$ cat src/rtl/reg_ascii_snapshot.sv
// Takes one snapshot per video frame of the CPU registers and every RAM word, and presents each bit as
// an ASCII '0'/'1' character. The output buses change only at commit, which happens inside VSYNC.
module reg_ascii_snapshot #(
    parameter int         RAM_WORDS = 16,
    parameter logic [7:0] CHAR_0    = 8'h30
) (
    input  logic                         clk_50mhz,
    input  logic                         reset_n,
    input  logic                         vsync,
    input  logic                         hold,
    input  logic [3:0]                   pc,
    input  logic [3:0]                   mar,
    input  logic [7:0]                   ir,
    input  logic [7:0]                   acc,
    input  logic [7:0]                   alu,
    input  logic [7:0]                   breg,
    input  logic [7:0]                   out_reg,
    output logic [$clog2(RAM_WORDS)-1:0] ram_addr,
    input  logic [7:0]                   ram_data,
    output logic [31:0]                  pc_ascii,
    output logic [31:0]                  mar_ascii,
    output logic [63:0]                  ir_ascii,
    output logic [63:0]                  acc_ascii,
    output logic [63:0]                  alu_ascii,
    output logic [63:0]                  breg_ascii,
    output logic [63:0]                  output_reg_ascii,
    output logic [64*RAM_WORDS-1:0]      ram_ascii,
    output logic                         busy,
    output logic                         update
);

    localparam int AW = $clog2(RAM_WORDS);
    localparam int CW = $clog2(RAM_WORDS + 1);

    typedef enum logic [1:0] {
        ST_IDLE,
        ST_CAPTURE,
        ST_RAM_RD,
        ST_COMMIT
    } state_t;

    state_t state_q, state_d;
    logic [CW-1:0] k_q, k_d;
    logic vs_meta_q, vs_meta_d;
    logic vs_s_q, vs_s_d;
    logic vs_d_q, vs_d_d;
    logic update_q, update_d;
    logic trigger;
    logic [AW-1:0] wr_idx;

    // Shadow copies taken in CAPTURE, and the registered values that are on display
    logic [3:0] pc_sh_q, pc_sh_d, mar_sh_q, mar_sh_d;
    logic [7:0] ir_sh_q, ir_sh_d, acc_sh_q, acc_sh_d, alu_sh_q, alu_sh_d;
    logic [7:0] breg_sh_q, breg_sh_d, out_sh_q, out_sh_d;
    logic [3:0] pc_disp_q, pc_disp_d, mar_disp_q, mar_disp_d;
    logic [7:0] ir_disp_q, ir_disp_d, acc_disp_q, acc_disp_d, alu_disp_q, alu_disp_d;
    logic [7:0] breg_disp_q, breg_disp_d, out_disp_q, out_disp_d;

    logic [7:0] ram_buf_q  [RAM_WORDS];
    logic [7:0] ram_buf_d  [RAM_WORDS];
    logic [7:0] ram_disp_q [RAM_WORDS];
    logic [7:0] ram_disp_d [RAM_WORDS];
    logic [8*RAM_WORDS-1:0] ram_flat;

    // Two-flop synchronizer, then one more flop so the falling edge of VSYNC can be detected
    always_comb begin
        vs_meta_d = vsync;
        vs_s_d    = vs_meta_q;
        vs_d_d    = vs_s_q;
    end

    assign trigger = vs_d_q & ~vs_s_q;

    always_comb begin
        state_d  = state_q;
        k_d      = k_q;
        update_d = 1'b0;
        unique case (state_q)
            ST_IDLE: begin
                // A trigger that arrives while hold is high is dropped, not queued
                if (trigger && !hold) begin
                    state_d = ST_CAPTURE;
                end
            end
            ST_CAPTURE: begin
                k_d     = '0;
                state_d = ST_RAM_RD;
            end
            ST_RAM_RD: begin
                if (k_q == CW'(RAM_WORDS)) begin
                    state_d = ST_COMMIT;
                end else begin
                    k_d = k_q + CW'(1);
                end
            end
            ST_COMMIT: begin
                k_d      = '0;
                update_d = 1'b1;
                state_d  = ST_IDLE;
            end
            default: begin
                state_d = ST_IDLE;
            end
        endcase
    end

    assign busy     = (state_q != ST_IDLE);
    assign update   = update_q;
    assign ram_addr = (state_q == ST_RAM_RD && k_q < CW'(RAM_WORDS)) ? k_q[AW-1:0] : '0;

    // The RAM answers one cycle late, so data read in R_k belongs to word k-1
    assign wr_idx = AW'(k_q - CW'(1));

    always_comb begin
        pc_sh_d   = pc_sh_q;
        mar_sh_d  = mar_sh_q;
        ir_sh_d   = ir_sh_q;
        acc_sh_d  = acc_sh_q;
        alu_sh_d  = alu_sh_q;
        breg_sh_d = breg_sh_q;
        out_sh_d  = out_sh_q;
        ram_buf_d = ram_buf_q;
        if (state_q == ST_CAPTURE) begin
            pc_sh_d   = pc;
            mar_sh_d  = mar;
            ir_sh_d   = ir;
            acc_sh_d  = acc;
            alu_sh_d  = alu;
            breg_sh_d = breg;
            out_sh_d  = out_reg;
        end
        if (state_q == ST_RAM_RD && k_q != '0) begin
            ram_buf_d[wr_idx] = ram_data;
        end
    end

    always_comb begin
        pc_disp_d   = pc_disp_q;
        mar_disp_d  = mar_disp_q;
        ir_disp_d   = ir_disp_q;
        acc_disp_d  = acc_disp_q;
        alu_disp_d  = alu_disp_q;
        breg_disp_d = breg_disp_q;
        out_disp_d  = out_disp_q;
        ram_disp_d  = ram_disp_q;
        if (state_q == ST_COMMIT) begin
            pc_disp_d   = pc_sh_q;
            mar_disp_d  = mar_sh_q;
            ir_disp_d   = ir_sh_q;
            acc_disp_d  = acc_sh_q;
            alu_disp_d  = alu_sh_q;
            breg_disp_d = breg_sh_q;
            out_disp_d  = out_sh_q;
            ram_disp_d  = ram_buf_q;
        end
    end

    always_ff @(posedge clk_50mhz or negedge reset_n) begin
        if (!reset_n) begin
            state_q   <= ST_IDLE;
            k_q       <= '0;
            update_q  <= 1'b0;
            vs_meta_q <= 1'b1;
            vs_s_q    <= 1'b1;
            vs_d_q    <= 1'b1;
        end else begin
            state_q   <= state_d;
            k_q       <= k_d;
            update_q  <= update_d;
            vs_meta_q <= vs_meta_d;
            vs_s_q    <= vs_s_d;
            vs_d_q    <= vs_d_d;
        end
    end

    always_ff @(posedge clk_50mhz or negedge reset_n) begin
        if (!reset_n) begin
            pc_sh_q     <= '0;
            mar_sh_q    <= '0;
            ir_sh_q     <= '0;
            acc_sh_q    <= '0;
            alu_sh_q    <= '0;
            breg_sh_q   <= '0;
            out_sh_q    <= '0;
            pc_disp_q   <= '0;
            mar_disp_q  <= '0;
            ir_disp_q   <= '0;
            acc_disp_q  <= '0;
            alu_disp_q  <= '0;
            breg_disp_q <= '0;
            out_disp_q  <= '0;
            for (int i = 0; i < RAM_WORDS; i++) begin
                ram_buf_q[i]  <= '0;
                ram_disp_q[i] <= '0;
            end
        end else begin
            pc_sh_q     <= pc_sh_d;
            mar_sh_q    <= mar_sh_d;
            ir_sh_q     <= ir_sh_d;
            acc_sh_q    <= acc_sh_d;
            alu_sh_q    <= alu_sh_d;
            breg_sh_q   <= breg_sh_d;
            out_sh_q    <= out_sh_d;
            pc_disp_q   <= pc_disp_d;
            mar_disp_q  <= mar_disp_d;
            ir_disp_q   <= ir_disp_d;
            acc_disp_q  <= acc_disp_d;
            alu_disp_q  <= alu_disp_d;
            breg_disp_q <= breg_disp_d;
            out_disp_q  <= out_disp_d;
            ram_buf_q   <= ram_buf_d;
            ram_disp_q  <= ram_disp_d;
        end
    end

    function automatic logic [7:0] to_char(input logic b);
        return CHAR_0 + {7'b0, b};
    endfunction

    // The display registers hold raw bits, and each bit is mapped to its character combinationally
    genvar gi;
    generate
        for (gi = 0; gi < 4; gi++) begin : g_nibble
            assign pc_ascii[8*gi +: 8]  = to_char(pc_disp_q[gi]);
            assign mar_ascii[8*gi +: 8] = to_char(mar_disp_q[gi]);
        end
        for (gi = 0; gi < 8; gi++) begin : g_byte
            assign ir_ascii[8*gi +: 8]         = to_char(ir_disp_q[gi]);
            assign acc_ascii[8*gi +: 8]        = to_char(acc_disp_q[gi]);
            assign alu_ascii[8*gi +: 8]        = to_char(alu_disp_q[gi]);
            assign breg_ascii[8*gi +: 8]       = to_char(breg_disp_q[gi]);
            assign output_reg_ascii[8*gi +: 8] = to_char(out_disp_q[gi]);
        end
        for (gi = 0; gi < RAM_WORDS; gi++) begin : g_ram_word
            assign ram_flat[8*gi +: 8] = ram_disp_q[gi];
        end
        for (gi = 0; gi < 8*RAM_WORDS; gi++) begin : g_ram_char
            assign ram_ascii[8*gi +: 8] = to_char(ram_flat[gi]);
        end
    endgenerate

endmodule

$ cat config.mk
export PLATFORM = sky130hd
export DESIGN_NAME = reg_ascii_snapshot
export DESIGN_NICKNAME = d
export VERILOG_FILES = /design/src/rtl/reg_ascii_snapshot.sv
export SDC_FILE = /design/constraint.sdc
export NUM_CORES = 1
export LEC_CHECK = 0
export CORE_AREA = 2 2 582 584
export CTS_BUF_LIST = sky130_fd_sc_hd__clkbuf_16
export DETAILED_ROUTE_END_ITERATION = 6
export DIE_AREA = 0 0 584 586
export GPL_TIMING_DRIVEN = 0
export HOLD_SLACK_MARGIN = 0.02
export SLEW_MARGIN = 20
export SYNTH_ARGS = -nofsm -noshare
export SYNTH_HDL_FRONTEND = slang
export SYNTH_SLANG_ARGS = --single-unit
$ cat constraint.sdc
create_clock -name clk_50mhz -period 2.16 [get_ports clk_50mhz]
set_clock_uncertainty 0.1 [all_clocks]
set_input_delay 0.432 -clock clk_50mhz [delete_from_list [all_inputs] [get_ports clk_50mhz]]
set_output_delay 0.432 -clock clk_50mhz [all_outputs]
set_load 0.05 [all_outputs]
==> metrics.txt, run 1 <==
# TYPE chip_impl_metric gauge
chip_impl_info{name="run_status",value="finished with violations"} 1
chip_impl_info{name="violations",value="negative setup slack"} 1
chip_impl_metric{name="count_of_flip_flops_with_a_built_in_enable_after_synthesis",unit=""} 0
chip_impl_metric{name="leakagePower",unit="uW"} 0.0196
chip_impl_metric{name="clk-insertion-delay-late",unit="ns"} 0.73
chip_impl_metric{name="buffer_ports.inserted",unit=""} 241
chip_impl_metric{name="worstPathRequired",unit="ns"} 1.63
chip_impl_metric{name="core_area",unit="sq um"} 336000
chip_impl_metric{name="drt_pre_antenna_iters",unit=""} 4
chip_impl_metric{name="power.density_cell_area",unit="nW/um^2"} 1010
chip_impl_metric{name="detail_route.iter0.violations",unit=""} 221
chip_impl_metric{name="setup_viol",unit=""} 72
chip_impl_metric{name="place.gp.congestion",unit=""} 0.674
chip_impl_metric{name="die_w",unit="um"} 584
chip_impl_info{name="crit_path_start_kind",value="register"} 1
chip_impl_metric{name="drv_cap",unit=""} 0
chip_impl_metric{name="layout.cell_area.non_filler",unit="sq um"} 39000
chip_impl_info{name="synth_area_leaders",value="sky130_fd_sc_hd__buf_4 40%, sky130_fd_sc_hd__dfrtp_1 39%, sky130_fd_sc_hd__mux2_2 17%, sky130_fd_sc_hd__ha_1 0.60%, sky130_fd_sc_hd__clkbuf_1 0.47%"} 1
chip_impl_metric{name="maxSlewHeadroom",unit="%"} 29.8
chip_impl_metric{name="postSynthCellCount",unit=""} 2069
chip_impl_info{name="yosysMostFrequentCell",value="sky130_fd_sc_hd__buf_4"} 1
chip_impl_metric{name="p_sw",unit="uW"} 18600
chip_impl_metric{name="async_reset_ff_share",unit="%"} 100
chip_impl_info{name="cts_tree",value="done"} 1
chip_impl_metric{name="detailroute.via_count",unit=""} 14891
chip_impl_metric{name="initial_utilization",unit="%"} 6.88
chip_impl_metric{name="drt-wirelength-per-cell",unit="um"} 10.8
chip_impl_metric{name="final-max-slew-violation-count",unit=""} 0
chip_impl_metric{name="die_height",unit="um"} 586
chip_impl_metric{name="detail-route-antenna-nets",unit=""} 0
chip_impl_metric{name="layout-area-overhead-vs-synth",unit="%"} 69.0
chip_impl_metric{name="power",unit="uW"} 39300
chip_impl_metric{name="netlist.area_leader.share",unit="%"} 40.1
chip_impl_metric{name="grt_first_pass_wirelength",unit="mm"} 110
chip_impl_metric{name="power.share.switching",unit="%"} 47.4
chip_impl_metric{name="sequential_share_of_the_synthesized_area",unit="%"} 39.3
chip_impl_metric{name="final-hold-violation-count",unit=""} 0
chip_impl_metric{name="pre_cts_ws",unit="ns"} -1.44
chip_impl_metric{name="ir_worst_vdd",unit="V"} 0.000687
chip_impl_info{name="endpoint_kind",value="output pin"} 1
chip_impl_metric{name="fp.dieArea",unit="sq um"} 342000
chip_impl_metric{name="critPathArrivalTime",unit="ns"} 1.97
chip_impl_metric{name="routed_wl",unit="mm"} 87.6
chip_impl_metric{name="share_clk_of_total_power",unit="%"} 21.9
chip_impl_metric{name="post-route-drc-count",unit=""} 0
chip_impl_metric{name="finalNonFillerCells",unit=""} 8121
chip_impl_metric{name="clk_path_buf_depth",unit=""} 3
chip_impl_metric{name="place_area",unit="sq um"} 36000
chip_impl_metric{name="drt-vias-per-instance",unit=""} 1.83
chip_impl_metric{name="grt_util_all_layers",unit="%"} 4.81
chip_impl_metric{name="ratio_of_cells_with_drive_above_1_in_the_final_layout",unit="%"} 54.3
chip_impl_metric{name="cp_max_fo",unit=""} 4
chip_impl_info{name="post_synth_most_frequent_cells",value="1,233 x sky130_fd_sc_hd__buf_4, 360 x sky130_fd_sc_hd__dfrtp_1, 344 x sky130_fd_sc_hd__mux2_2"} 1
chip_impl_metric{name="cts_buffers",unit=""} 52
chip_impl_metric{name="floorplan.rows",unit=""} 213
chip_impl_info{name="dominantRegCellSynth",value="sky130_fd_sc_hd__dfrtp_1"} 1
chip_impl_info{name="grt_setup_unrepaired",value="true"} 1
chip_impl_metric{name="first_global_vias",unit=""} 13305
chip_impl_metric{name="relative_contribution_of_combinational_cells_to_total_power",unit="%"} 52.5
chip_impl_metric{name="dp_hpwl",unit="mm"} 69.1
chip_impl_info{name="clock_tree.root_cell",value="sky130_fd_sc_hd__clkbuf_16"} 1
chip_impl_metric{name="ys_types",unit=""} 38
chip_impl_metric{name="internal_power",unit="uW"} 20700
chip_impl_metric{name="dpl.cell_count",unit=""} 7960
chip_impl_metric{name="syn_area_per_cell",unit="sq um"} 11.2
chip_impl_metric{name="finalCritPeriodShare",unit="%"} 116
chip_impl_metric{name="cts_max_level",unit=""} 2
chip_impl_metric{name="io_pins",unit=""} 1474
chip_impl_metric{name="yosys_warnings",unit=""} 0
chip_impl_metric{name="path_clk_slew",unit="ns"} 0.06
chip_impl_metric{name="worstMarginPinSlew",unit="ns"} 1.05
chip_impl_metric{name="clkSinkCount",unit=""} 363
chip_impl_metric{name="fmax",unit="MHz"} 400
chip_impl_metric{name="overflow",unit=""} 0
chip_impl_metric{name="final_stage_net_count",unit=""} 3728
chip_impl_metric{name="worst_slack",unit="ns"} -0.342
chip_impl_metric{name="setup_tns",unit="ns"} -2.96
chip_impl_metric{name="synth_seq_cells",unit=""} 363
chip_impl_metric{name="post_synth_instance_area",unit="sq um"} 23100
chip_impl_metric{name="period_needed",unit="ns"} 2.50
chip_impl_metric{name="seqPwrFrac",unit="%"} 25.6
chip_impl_metric{name="grt_max_degree",unit=""} 89
chip_impl_info{name="timing.hold.worst.class",value="in -> reg"} 1
chip_impl_info{name="synthDominantAreaCellType",value="sky130_fd_sc_hd__buf_4"} 1
chip_impl_metric{name="grt_antenna_before_repair",unit=""} 23
chip_impl_info{name="timing_worst_setup_path_type",value="reg -> out"} 1
## final timing paths
path | start | endpoint | slack [ns] | cells after the start
hold / removal | out_reg[1] | out_sh_q[1] | 0.20 | 2
max in group asynchronous | reset_n | ram_disp_q[61] | 0.24 | 4
setup / recovery | state_q[0] | ram_addr[2] | -0.34 | 6
hold reg to reg | vs_meta_q | vs_d_d | 0.22 | 0
setup reg to reg | state_q[0] | ram_buf_q[20] | -0.07 | 9
min in group asynchronous | reset_n | ram_disp_q[117] | 0.23 | 2
## layer usage
metal	wire length, um	vias up	track usage (%)
met3	9730	98	1.63
met5	0	-	0
met1	32600	6403	5.38
met4	2960	0	2.11
met2	42300	944	8.25
li1	-	7446	-
## layout make-up
class	count	area, sq um
fillers	38430	297000
repair buffers	307	3470
inverters	7	33.8
diodes	19	47.5
flip-flops and latches	363	9090
clock buffers	52	1300
clock inverters	40	372
multi-input cells	1657	9560
plain buffers	1269	9660
well taps	4407	5510
## kinds of logic (layout without fill, tap and decap cells)
group / Yosys count / after routing / synth area share (%)
buffers and inverters: 1279 / 1675 / 40.8
DFF: 363 / 363 / 39.3
muxes: 355 / 355 / 17.3
and+or+nand+nor: 35 / 35 / 0.959
AOI/OAI and AO/OA: 23 / 23 / 0.899
adders and majority gates: 11 / 11 / 0.596
other: 2 / 1251 / 0.0325
xor gates and xnor gates: 1 / 1 / 0.0379
## what timing repair did
item,in CTS,in global routing
setup endpoints to repair,534,191
pin swaps,21,4
gates resized for setup,778,26
gates cloned,2,0
hold buffers,2,0
buffers inserted,46,6
endpoints found under the hold margin,79,0
## stage by stage
step	utilization, %	hold WS (ns)
floorplan	-	0.0364
global placement	10.6	0.248
detailed placement	10.7	0.250
CTS	11.6	0.0734
global route	11.6	0.123
finish	11.6	0.200
## layout by cell type (no fill, tap or decap), drive strengths merged, types with 2 or more instances in the layout
cell and instances:
nor2 12, diode 19, nand3 6, mux2 353, clkdlybuf4s15 134, a32oi 2, a21oi 8, buf 1355
bufinv 2, clkinv 20, dfstp 3, dlygate4sd3 2, dfrtp 360, nand2 2, clkdlybuf4s18 2, clkbuf 82
clkinvlp 3, mux2i 2, nand4 3, ha 11, clkdlybuf4s50 53, o21ai 4, nor2b 3, and2 4
a21o 2, nor3 3, inv 22, conb 1232
## worst max-delay path: stages, from the launching register on
cell	delay (ns)
sky130_fd_sc_hd__dfrtp_1	0.40
sky130_fd_sc_hd__inv_2	0.10
sky130_fd_sc_hd__ha_4	0.15
sky130_fd_sc_hd__clkbuf_16	0.12
sky130_fd_sc_hd__nor2b_4	0.16
sky130_fd_sc_hd__and2_4	0.17
sky130_fd_sc_hd__buf_12	0.13
## flip-flops by register name (all words and copies together) (netlist names)
signal	count
acc_sh_q	8
breg_sh_q	8
ram_buf_q	128
vs_d_q	1
out_disp_q	8
alu_sh_q	8
breg_disp_q	8
mar_sh_q	4
alu_disp_q	8
ir_sh_q	8
acc_disp_q	8
out_sh_q	8
vs_meta_q	1
mar_disp_q	4
k_q	5
update	1
state_q	2
pc_disp_q	4
ram_disp_q	128
pc_sh_q	4
ir_disp_q	8
vs_d_d	1
## power by group through the flow
stage	Combinational, uW	Clock [uW]	Sequential, uW
3_5_place_dp	19800	0	10200
6_report	20600	8600	10100
5_1_grt	21800	9380	10400
3_3_place_gp	19600	0	10200
2_1_floorplan	10300	0	13700
4_1_cts	21000	9230	10100
Power figures use the tool's default switching activity.
==> run 2: changes to the inputs <==
GPL_TIMING_DRIVEN = default   (was 0)
==> run 2 against run 1 <==
Against the previous run:
- the flow still finishes with violations (negative setup slack)
- worst hold slack got worse by 0.075 ns
- register-to-register slack improved by 0.04 ns
- combinational power decreased by 16%
- clock power increased by 2%
- routed wire length decreased by 21%
- critical path depth unchanged
- sequential cell count unchanged
- global-route usage decreased by 1.1 points
- fmax increased by 0.98%
- core utilization decreased by 2.9 points
- non-clock buffer count decreased by 1244
==> metrics.txt, run 2 (synthesized netlist as in run 1, its figures left out) <==
# TYPE chip_impl_metric gauge
chip_impl_metric{name="clk_path_buf_depth",unit=""} 3
chip_impl_metric{name="buffer_ports.inserted",unit=""} 241
chip_impl_info{name="timing.critical_path.max_delay_family",value="flip-flops"} 1
chip_impl_metric{name="cpPeakStageDelay",unit="ns"} 0.41
chip_impl_metric{name="io_pins",unit=""} 1474
chip_impl_metric{name="ratio_of_cells_with_drive_above_1_in_the_final_layout",unit="%"} 31.1
chip_impl_metric{name="ir_worst_vdd",unit="V"} 0.000896
chip_impl_metric{name="final_util",unit="%"} 8.75
chip_impl_metric{name="layout-area-overhead-vs-synth",unit="%"} 27.2
chip_impl_metric{name="final-hold-violation-count",unit=""} 0
chip_impl_metric{name="core_area",unit="sq um"} 336000
chip_impl_metric{name="fp.dieArea",unit="sq um"} 342000
chip_impl_info{name="timing_worst_setup_path_type",value="reg -> out"} 1
chip_impl_metric{name="routed_wl",unit="mm"} 68.8
chip_impl_metric{name="initial_utilization",unit="%"} 6.88
chip_impl_metric{name="grt_first_pass_wirelength",unit="mm"} 84.1
chip_impl_info{name="violations",value="negative setup slack"} 1
chip_impl_metric{name="grt_util_met2",unit="%"} 6.39
chip_impl_metric{name="finalCritPeriodShare",unit="%"} 115
chip_impl_metric{name="period_needed",unit="ns"} 2.48
chip_impl_info{name="top_usage_layer",value="met2"} 1
chip_impl_metric{name="finalNonFillerCells",unit=""} 6881
chip_impl_metric{name="fmax",unit="MHz"} 404
chip_impl_metric{name="final-max-slew-violation-count",unit=""} 0
chip_impl_metric{name="groute.layer.met1.usage",unit="%"} 3.90
chip_impl_metric{name="final_stage_net_count",unit=""} 2481
chip_impl_info{name="timing.hold.worst.class",value="in -> async"} 1
chip_impl_metric{name="first_global_vias",unit=""} 9300
chip_impl_metric{name="floorplan.rows",unit=""} 213
chip_impl_info{name="largestRegisters",value="ram_buf_q: 128 flops, ram_disp_q: 128 flops"} 1
chip_impl_metric{name="grt_antenna_before_repair",unit=""} 20
chip_impl_metric{name="setup_viol",unit=""} 11
chip_impl_info{name="timing.critical_path.cells",value="inv_2, ha_4, buf_6, nor2b_4, and2_4, buf_12"} 1
chip_impl_metric{name="grt_util_all_layers",unit="%"} 3.75
chip_impl_metric{name="overflow",unit=""} 0
chip_impl_metric{name="drt-vias-per-instance",unit=""} 1.67
chip_impl_metric{name="drv_cap",unit=""} 0
chip_impl_metric{name="clk-insertion-delay-late",unit="ns"} 0.71
chip_impl_metric{name="dpl.cell_count",unit=""} 6746
chip_impl_info{name="run_status",value="finished with violations"} 1
chip_impl_info{name="clock_tree.root_cell",value="sky130_fd_sc_hd__clkbuf_16"} 1
chip_impl_metric{name="maxSlewHeadroom",unit="%"} 55.4
chip_impl_metric{name="clkSinkCount",unit=""} 363
chip_impl_metric{name="die_w",unit="um"} 584
chip_impl_metric{name="die_height",unit="um"} 586
chip_impl_metric{name="leakagePower",unit="uW"} 0.0133
chip_impl_metric{name="critPathBufInv",unit=""} 3
chip_impl_metric{name="num-fill-cells",unit=""} 38827
chip_impl_info{name="cts_tree",value="done"} 1
chip_impl_info{name="layout.cells.most_common_list",value="1,232 x sky130_fd_sc_hd__conb_1, 358 x sky130_fd_sc_hd__dfrtp_1, 315 x sky130_fd_sc_hd__mux2_2"} 1
chip_impl_metric{name="post-route-drc-count",unit=""} 0
chip_impl_info{name="grt_setup_unrepaired",value="true"} 1
chip_impl_info{name="crit_path_start_kind",value="register"} 1
chip_impl_metric{name="power.density_cell_area",unit="nW/um^2"} 1230
chip_impl_metric{name="worstMarginPinSlew",unit="ns"} 0.669
chip_impl_metric{name="grt_max_degree",unit=""} 63
chip_impl_metric{name="dp_hpwl",unit="mm"} 52.2
chip_impl_metric{name="detail_route.iter0.violations",unit=""} 317
chip_impl_metric{name="cts_max_level",unit=""} 2
chip_impl_info{name="layout_commonest_cell",value="sky130_fd_sc_hd__conb_1"} 1
chip_impl_metric{name="place_area",unit="sq um"} 27000
chip_impl_metric{name="detailroute.via_count",unit=""} 11508
chip_impl_metric{name="place.gp.congestion",unit=""} 0.670
chip_impl_metric{name="critPathArrivalTime",unit="ns"} 1.95
chip_impl_metric{name="global_route.usage.met3",unit="%"} 1.60
chip_impl_info{name="endpoint_kind",value="output pin"} 1
chip_impl_metric{name="layout.cell_area.non_filler",unit="sq um"} 29400
chip_impl_metric{name="drt_pre_antenna_iters",unit=""} 4
chip_impl_metric{name="setup_tns",unit="ns"} -1.64
chip_impl_metric{name="path_clk_slew",unit="ns"} 0.06
chip_impl_metric{name="cts_buffers",unit=""} 49
chip_impl_info{name="slowest_stage",value="sky130_fd_sc_hd__dfrtp_1"} 1
chip_impl_metric{name="drt-wirelength-per-cell",unit="um"} 10.0
chip_impl_metric{name="worstPathRequired",unit="ns"} 1.63
chip_impl_metric{name="worst_slack",unit="ns"} -0.318
chip_impl_metric{name="detail-route-antenna-nets",unit=""} 0
chip_impl_metric{name="cp_max_fo",unit=""} 4
==> run 2: stage by stage <==
stage / power, uW / setup slack [ns] / hold slack, ns
finish: 36100 / -0.318 / 0.125
global route: 38200 / -0.463 / 0.0791
CTS: 36900 / -0.436 / 0.0414
detailed placement: 27400 / -0.175 / 0.251
global placement: 27300 / -0.203 / 0.253
floorplan: 24100 / -0.0353 / 0.0364
==> run 2: routing by layer <==
metal	routed length, um	share of wire, %
met2	34000	49
met4	2750	4.0
met1	23400	34
met3	8640	13
met5	27	0.039
==> run 2: layout make-up <==
type / instances / area, sq um / area share (%)
inverter: 7 / 36.3 / 0.124
antenna: 23 / 57.6 / 0.196
clock inverter: 43 / 477 / 1.62
tap: 4407 / 5510 / 18.8
sequential: 363 / 9090 / 30.9
clock buffer: 49 / 1230 / 4.17
multi-input combinational: 1657 / 9580 / 32.6
timing repair buffer: 332 / 3390 / 11.5
==> run 2: path summary, 6_finish.rpt <==
kind	startpoint	to	slack [ns]	cells past startpoint
worst max-delay path	state_q[0]	ram_addr[3]	-0.32	6
worst max register to register	k_q[0]	ram_buf_q[27]	-0.03	7
worst min-delay path	reset_n	state_q[0]	0.13	2
worst min register to register	vs_meta_q	vs_d_d	0.25	0
min in group clk_50mhz	ram_data[7]	ram_buf_q[103]	0.20	2
max in group asynchronous	reset_n	ram_disp_q[52]	1.04	3
==> run 2: worst register-to-register path, cell delays in order, from the launching register on <==
cell                      delay, ns
sky130_fd_sc_hd__dfrtp_1       0.40
sky130_fd_sc_hd__inv_2         0.11
sky130_fd_sc_hd__ha_4          0.13
sky130_fd_sc_hd__or4b_4        0.52
sky130_fd_sc_hd__nand3_4       0.11
sky130_fd_sc_hd__a21o_1        0.15
sky130_fd_sc_hd__buf_12        0.20
sky130_fd_sc_hd__mux2_4        0.34
==> run 2: timing repair <==
action | in CTS | in global routing
hold buffers | 2 | 0
setup endpoints to repair | 171 | 130
endpoints found under the hold margin | 265 | 0
pin swaps | 12 | 12
gates cloned | 0 | 0
resized for setup | 210 | 42
setup buffers | 11 | 10
==> run 2: power breakdown <==
group          total, uW  leakage (uW)  switching (uW)  internal [uW]
Sequential         10000       0.00475            1110           8940
Clock               8750      0.000838            3790           4950
Combinational      17300       0.00776           12300           5020
